--- config.mk ---
export PLATFORM = sky130hd
export DESIGN_NAME = fm_bram_ctrl
export DESIGN_NICKNAME = d
export VERILOG_FILES = /design/src/rtl/fm_bram_ctrl.sv
export SDC_FILE = /design/constraint.sdc
export NUM_CORES = 1
export LEC_CHECK = 0
export ABC_CLOCK_PERIOD_IN_PS = 6900
export CORE_ASPECT_RATIO = 1.1
export CORE_MARGIN = 1.5
export CORE_UTILIZATION = 46
export CTS_BUF_LIST = sky130_fd_sc_hd__clkbuf_8
export DETAILED_ROUTE_END_ITERATION = 16
export GPL_TIMING_DRIVEN = 1
export PLACE_DENSITY = 0.88
export SLEW_MARGIN = 20
export SYNTH_ARGS = -nofsm -noshare
export SYNTH_HDL_FRONTEND = slang
export SYNTH_SLANG_ARGS = --single-unit
export TNS_END_PERCENT = 10
--- constraint.sdc ---
create_clock -name clk -period 6.9 [get_ports clk]
set_input_delay 0.69 -clock clk [delete_from_list [all_inputs] [get_ports clk]]
set_output_delay 0.69 -clock clk [all_outputs]
set_load 0.03 [all_outputs]
--- src/rtl/fm_bram_ctrl.sv ---
// Feature-map tile sequencer for a true dual-port sync BRAM: a load phase writes N stream words
// through port 0, then a drain phase reads them back in address order through port 1.
module fm_bram_ctrl #(
  parameter int DWIDTH   = 32,
  parameter int AWIDTH   = 10,
  parameter int MEM_SIZE = 650
) (
  input  logic              clk,
  input  logic              reset_n,
  input  logic              i_run,
  input  logic [AWIDTH-1:0] i_num_word,
  output logic              o_idle,
  output logic              o_done,
  input  logic              s_valid,
  output logic              s_ready,
  input  logic [DWIDTH-1:0] s_data,
  output logic              m_valid,
  input  logic              m_ready,
  output logic [DWIDTH-1:0] m_data,
  output logic [AWIDTH-1:0] bram_addr0,
  output logic              bram_ce0,
  output logic              bram_we0,
  output logic [DWIDTH-1:0] bram_d0,
  output logic [AWIDTH-1:0] bram_addr1,
  output logic              bram_ce1,
  output logic              bram_we1,
  input  logic [DWIDTH-1:0] bram_q1
);

  typedef enum logic [1:0] {
    S_IDLE,
    S_LOAD,
    S_DRAIN,
    S_DONE
  } state_t;

  localparam logic [AWIDTH-1:0] MaxWords = AWIDTH'(MEM_SIZE);
  localparam logic [AWIDTH-1:0] One      = AWIDTH'(1);

  state_t            state_q, state_d;
  logic [AWIDTH-1:0] num_q, num_d;
  logic [AWIDTH-1:0] wr_cnt_q, wr_cnt_d;
  logic [AWIDTH-1:0] rd_cnt_q, rd_cnt_d;
  logic [AWIDTH-1:0] issue_cnt_q, issue_cnt_d;
  logic              m_valid_q, m_valid_d;
  logic [AWIDTH-1:0] num_clamped;
  logic              out_free;
  logic              issue;

  assign num_clamped = (i_num_word > MaxWords) ? MaxWords : i_num_word;

  // NOTE: every output of this block gets a default first, so no path leaves a latch behind.
  always_comb begin
    state_d     = state_q;
    num_d       = num_q;
    wr_cnt_d    = wr_cnt_q;
    rd_cnt_d    = rd_cnt_q;
    issue_cnt_d = issue_cnt_q;
    m_valid_d   = 1'b0;
    s_ready     = 1'b0;
    o_done      = 1'b0;
    bram_ce0    = 1'b0;
    bram_we0    = 1'b0;
    bram_addr0  = '0;
    bram_d0     = '0;
    bram_ce1    = 1'b0;
    bram_addr1  = '0;
    out_free    = 1'b0;
    issue       = 1'b0;

    case (state_q)
      S_IDLE: begin
        if (i_run) begin
          num_d       = num_clamped;
          wr_cnt_d    = '0;
          rd_cnt_d    = '0;
          issue_cnt_d = '0;
          state_d     = (num_clamped == '0) ? S_DONE : S_LOAD;
        end
      end

      S_LOAD: begin
        s_ready = 1'b1;
        if (s_valid) begin
          bram_ce0   = 1'b1;
          bram_we0   = 1'b1;
          bram_addr0 = wr_cnt_q;
          bram_d0    = s_data;
          wr_cnt_d   = wr_cnt_q + One;
          if (wr_cnt_q == num_q - One) state_d = S_DRAIN;
        end
      end

      S_DRAIN: begin
        // Only read when the output slot is free, so q1 holds its word through a stall.
        out_free  = !m_valid_q || m_ready;
        issue     = (issue_cnt_q < num_q) && out_free;
        m_valid_d = out_free ? issue : m_valid_q;
        if (issue) begin
          bram_ce1    = 1'b1;
          bram_addr1  = issue_cnt_q;
          issue_cnt_d = issue_cnt_q + One;
        end
        if (m_valid_q && m_ready) begin
          rd_cnt_d = rd_cnt_q + One;
          if (rd_cnt_q == num_q - One) state_d = S_DONE;
        end
      end

      S_DONE: begin
        o_done  = 1'b1;
        state_d = S_IDLE;
      end

      default: state_d = S_IDLE;
    endcase
  end

  // NOTE: state registers use non-blocking assignments so every flop samples pre-edge values.
  always_ff @(posedge clk or negedge reset_n) begin
    if (!reset_n) begin
      state_q     <= S_IDLE;
      num_q       <= '0;
      wr_cnt_q    <= '0;
      rd_cnt_q    <= '0;
      issue_cnt_q <= '0;
      m_valid_q   <= 1'b0;
    end else begin
      state_q     <= state_d;
      num_q       <= num_d;
      wr_cnt_q    <= wr_cnt_d;
      rd_cnt_q    <= rd_cnt_d;
      issue_cnt_q <= issue_cnt_d;
      m_valid_q   <= m_valid_d;
    end
  end

  assign o_idle   = (state_q == S_IDLE);
  assign m_valid  = m_valid_q;
  assign m_data   = bram_q1;
  assign bram_we1 = 1'b0;

endmodule
==> results.ini, run 1 <==
[run_status]
outcome = completed

[synthesis]
synth-seq-area-share_pct = 29.4
synthArstFlopShare_pct = 100
synth_cells = 445
netlist.top_cell.by_area = dfrtp_1
synth_edf_count = 0
synth_cell_types = 53
synth_area_leaders = dfrtp_1, and3_1, buf_4
ys.warnings.count = 0
synth.avg_cell_area_um2 = 8.22
ys.flop_type = dfrtp_1
syn_nets = 541
synth.top_cell.area_share_pct = 29.4
syn_area_um2 = 3660
synth-seq-cells = 43

[placement]
dp_hpwl_um = 7370
io_buffers = 105
place_congestion = 0.869

[worst_setup_path]
slowest_delay_ns = 0.67
crit_path_top_delay_cell = clkdlybuf4s50_1
cp_max_fo = 22
startpoint_type = register
ff2ff_path_depth = 9
endpoint_kind = output pin
worst_path_most_repeated_cell = a21o_1
cp_num_buf_inv = 2
worst_ep_arrival_time_ns = 3.49
path_cells = inv_1 -> ha_1 -> a21o_1 -> a21o_1 -> a211oi_1 -> o21a_1 -> and3_1 -> clkdlybuf4s50_1
startpoint = num_q[7]$_DFFE_PN0P_
worst_ep_required_time_ns = 6.21
path_depth = 8
cp_top_family = compound AO/OA/AOI/OAI gates
r2r_start = num_q[0]$_DFFE_PN0P_
crit_type = reg -> out

[layout]
area_growth_pct = 25.1
num_antenna_cells = 0
final_core_utilization_pct = 60.2
final_nets = 592
fill_cells = 691
drive_gt1_share_pct = 3.82

[power]
leakage_nw = 2.13
power.total_mw = 0.696
power_density_nw_per_um2 = 152
ir_drop_v = 0.000105

[timing]
finalCriticalPeriod_ns = 4.18
fin_worst_skew_ns = 0.00799
timing.fmax_mhz = 239
setup_violations = 0
rsz0062_at_grt = false
tightest_slew_ns = 0.963
whs_ns = 0.542
hold_viol_final = 0
tns_ns = 0
min_period_over_period_pct = 60.5
slew_violations = 0
slew_headroom_pct = 35.8

[global_route]
grt_pass1_wl_um = 15300
grt_pass1_vias = 3190
antenna_found_initial = 0
grt_usage_pct = 22.8
grt_max_degree = 50
gr-total-overflow = 0

[floorplanning]
core_um2 = 7600
start_util_pct = 48.2
fp.dieH_um = 96.5
rows = 33
ios = 171
die_width_um = 88.0
dieArea_um2 = 8500

[clocking]
cts_buffer_depth = 2
post_cts_buffers = 0
clkLatencyLatePin_ns = 0.30
h-tree-depth = 2
clk_pin_slew_worst_paths_ns = 0.09
cts_tree = built
post_cts_resized = 0
clkSinkCount = 43
clockRootBuffer = clkbuf_8
cts_buffers = 5
hold_buffers = 0

[route]
vias = 3401
ant_nets = 0
drc = 0
routed_wl_um = 9790
avgViaCountPerCell = 5.65
initialDrtViolationCount = 237
detail_route.wl_per_cell_um = 16.3
drtPass1Iterations = 5

[run]
cap_violations = 0

[min_path]
hold_class = in -> async

[power by group]
part | internal (mW) | switching (mW) | total [mW] | leakage (nW)
combinational | 0.0961 | 0.0933 | 0.189 | 1.54
sequential | 0.268 | 0.0314 | 0.300 | 0.529
clock | 0.117 | 0.0902 | 0.207 | 0.0612
[cell families after synthesis]
kind of cell	after synthesis	synth area share, %
AO/OA/AOI/OAI	80	14.6
flip-flops	43	29.4
adder cells (fa/ha/maj)	17	5.81
AND/OR/NAND/NOR	180	27.2
XOR/XNOR	41	9.82
other	1	0.103
multiplexers	3	0.821
buffers and inverters	80	12.3
[final timing paths]
check	to	slack [ns]
max reg2reg	state_q[1]$_DFFE_PN0P_	3.84
min	issue_cnt_q[1]$_DFFE_PN0P_	0.54
max	bram_addr1[2]	2.72
min reg2reg	rd_cnt_q[9]$_DFFE_PN0P_	0.58
max in group asynchronous	wr_cnt_q[5]$_DFFE_PN0P_	5.76
min in group clk	rd_cnt_q[9]$_DFFE_PN0P_	0.58
[state kept, by name (all words and copies together) (netlist names)]
signal / cells
state_q: 2
m_valid: 1
issue_cnt_q: 10
rd_cnt_q: 10
wr_cnt_q: 10
num_q: 10
[cells in the mapped netlist (all sizes together), types with 2 or more instances]
cell     number
a211oi        6
a21o          3
a21oi        18
a2bb2oi       5
a31oi         3
a41oi         2
and2          4
and3         63
buf          39
clkbuf       23
dfrtp        43
ha           17
inv          18
mux2i         3
nand2        24
nand3        16
nand4         8
nor2         32
nor2b         7
nor3         10
nor3b         2
nor4          3
o211a         3
o21a          2
o21ai        25
o311a         2
o311ai        2
o31ai         2
or3           4
or4           2
xnor2        22
xor2         19
[per-layer routing]
metal / part of all wire [%] / wire, µm / vias to the layer above / global-route usage [%]
li1: - / - / 1639 / -
met1: 42 / 4100 / 1622 / 28.8
met2: 51 / 5020 / 118 / 39.9
met3: 5.1 / 504 / 22 / 3.31
met4: 1.7 / 167 / 0 / 7.29
met5: 0 / 0 / - / 0
[cells in the final DEF (no fill, tap or decap), drive strengths merged, types with 2 or more instances in the layout]
| cell | instances |
|---|---|
| a211oi | 6 |
| a21o | 3 |
| a21oi | 18 |
| a2bb2oi | 5 |
| a31oi | 3 |
| a41oi | 2 |
| and2 | 4 |
| and3 | 63 |
| buf | 3 |
| clkbuf | 6 |
| clkdlybuf4s50 | 103 |
| dfrtp | 43 |
| ha | 17 |
| inv | 18 |
| mux2i | 3 |
| nand2 | 24 |
| nand3 | 16 |
| nand4 | 8 |
| nor2 | 32 |
| nor2b | 7 |
| nor3 | 10 |
| nor3b | 2 |
| nor4 | 3 |
| o211a | 3 |
| o21a | 2 |
| o21ai | 25 |
| o311a | 2 |
| o311ai | 2 |
| o31ai | 2 |
| or3 | 4 |
| or4 | 2 |
| xnor2 | 22 |
| xor2 | 19 |
[through the flow]
step / cell area (µm²) / instances / setup slack, ns
CTS: 4580 / 602 / 2.77
global placement: 4460 / 594 / 3.20
floorplan: 3660 / 445 / 3.81
global route: 4580 / 602 / 2.56
detailed placement: 4460 / 594 / 3.15
finish: 4580 / 602 / 2.72
[cell type report]
type / instances / area, µm² / area share (%)
Timing Repair Buffer: 106 / 1050 / 22.9
Sequential cell: 43 / 1080 / 23.5
Multi-Input combinational cell: 322 / 2140 / 46.7
Clock buffer: 6 / 82.6 / 1.80
Clock inverter: 2 / 35.0 / 0.765
Tap cell: 105 / 131 / 2.87
Inverter: 18 / 67.6 / 1.48
Note: power is estimated with default switching activity, not from simulation.
==> run 2: changes to the inputs <==
Settings changed: ABC_CLOCK_PERIOD_IN_PS 6900 to 3710, CORE_UTILIZATION 46 to 39, PLACE_DENSITY 0.88 to 0.8.
Clock period 6.9 ns to 3.71 ns, I/O delays scaled along.
==> results.ini, run 2 (same netlist as run 1, synthesis figures left out) <==
[clocking]
cts_buffer_depth = 2
clockRootBuffer = clkbuf_8
cts_tree = built
post_cts_buffers = 0
post_cts_resized = 0
h-tree-depth = 2
clkSinkCount = 43
clk_pin_slew_worst_paths_ns = 0.09
hold_buffers = 0
cts_buffers = 5
clkLatencyLatePin_ns = 0.30

[worst_setup_path]
worst_ep_arrival_time_ns = 3.12
r2r_start = state_q[0]$_DFFE_PN0P_
worst_ep_required_time_ns = 3.34
cp_max_fo = 22
r2r-end = state_q[1]$_DFFE_PN0P_
endpoint_kind = output pin
ff2ff_path_depth = 9
crit_type = reg -> out
startpoint_type = register
r2r_setup_slack_ns = 0.75

[timing]
fin_ws_ns = 0.214
slew_headroom_pct = 36.6
setup_violations = 0
hold_viol_final = 0
timing.fmax_mhz = 286
tns_ns = 0
rsz0062_at_grt = false
tightest_slew_ns = 0.951
min_period_over_period_pct = 94.2
fin_worst_skew_ns = 0.0118
slew_violations = 0
finalCriticalPeriod_ns = 3.50

[floorplanning]
dieArea_um2 = 9970
core_um2 = 9010
ios = 171
rows = 36
fp.dieH_um = 105
die_width_um = 95.3
start_util_pct = 40.6

[route]
detail_route.wl_per_cell_um = 15.9
drtPass1Iterations = 4
avgViaCountPerCell = 5.48
ant_nets = 0
routed_wl_um = 9760
vias = 3377
drc = 0
initialDrtViolationCount = 199

[placement]
io_buffers = 105
place_congestion = 0.901
dpl_worst_slack_ns = 0.567
dp_hpwl_um = 7630

[global_route]
antenna_found_initial = 0
grt_usage_pct = 20.2
grt_max_degree = 50
grt_pass1_wl_um = 16100
grt_pass1_vias = 3323
gr-total-overflow = 0

[layout]
final_core_utilization_pct = 51.3
area_growth_pct = 26.4
final_nets = 598
final_common_cell = clkdlybuf4s50_1
drive_gt1_share_pct = 4.38
num_antenna_cells = 0
layout_common_cells = clkdlybuf4s50_1, and3_1, dfrtp_1
fill_cells = 835

[min_path]
hold_class = in -> async

[power]
p_comb_share_pct = 27.7
switchingPower_mw = 0.398
cell_internal_pwr_mw = 0.876
ir_drop_v = 0.000164
clockPowerShare_pct = 28.5
power_frac_seq_pct = 43.8
power_density_nw_per_um2 = 276
p_sw_share_pct = 31.3
power.total_mw = 1.27
leakage_nw = 2.15

[run_status]
outcome = completed

[run]
cap_violations = 0

==> run 2: cell types whose count changed in the layout (fill, tap and decap cells not counted), sizes merged <==
cell           before  now
clkinv              1    0
clkbuf              6    5
clkdlybuf4s50     103  104
clkinvlp            0    1
buf                 3    8
==> run 2: stage by stage <==
step,std cells,hold slack (ns),instance area [µm²]
6_report,616,0.206,4620
4_1_cts,616,0.247,4620
3_3_place_gp,609,0.553,4520
5_1_grt,616,0.286,4620
2_1_floorplan,445,0.0754,3660
3_5_place_dp,609,0.554,4520
==> run 2: worst max-delay path by stage <==
stage	endpoint	from	slack, ns
2_1_floorplan	bram_addr1[8]	num_q[7]$_DFFE_PN0P_	0.94
3_3_place_gp	bram_addr1[6]	num_q[7]$_DFFE_PN0P_	0.64
3_5_place_dp	bram_addr1[0]	num_q[7]$_DFFE_PN0P_	0.57
4_1_cts	bram_addr1[0]	num_q[7]$_DFFE_PN0P_	0.20
5_1_grt	bram_addr1[7]	num_q[3]$_DFFE_PN0P_	0.003
6_report	bram_addr1[7]	num_q[7]$_DFFE_PN0P_	0.21
==> run 2: power by group through the flow <==
stage / Sequential (mW) / Clock, mW / Combinational [mW]
floorplan: 0.548 / 0 / 0.273
finish: 0.558 / 0.364 / 0.353
global route: 0.566 / 0.392 / 0.380
global placement: 0.564 / 0 / 0.346
CTS: 0.557 / 0.370 / 0.356
detailed placement: 0.567 / 0 / 0.353
==> run 2: layer usage <==
metal | part of all wire (%) | wire length, µm | GRT usage [%] | vias up
met3 | 4.8 | 472 | 3.49 | 25
met4 | 2.3 | 223 | 8.00 | 0
met1 | 42 | 4140 | 25.8 | 1600
met5 | 0 | 0 | 0 | -
met2 | 50 | 4930 | 33.2 | 108
li1 | - | - | - | 1644
==> run 2: area by class of cell <==
type / count / area (µm²) / area share [%]
clock buffers: 5 / 68.8 / 1.49
clock inverters: 2 / 37.5 / 0.812
inverters: 18 / 67.6 / 1.46
multi-input cells: 322 / 2130 / 46.1
flip-flops and latches: 43 / 1080 / 23.3
well taps: 114 / 143 / 3.08
repair buffers: 112 / 1100 / 23.8
==> run 2: worst max-delay path, cell delays in order, from the launching register on <==
cell and delay [ns]:
dfrtp_1 0.48, inv_1 0.10, ha_1 0.32, a21o_1 0.16, a21o_1 0.17, a211oi_1 0.34, o21a_1 0.17, buf_4 0.22
and3_1 0.19, clkdlybuf4s50_1 0.67
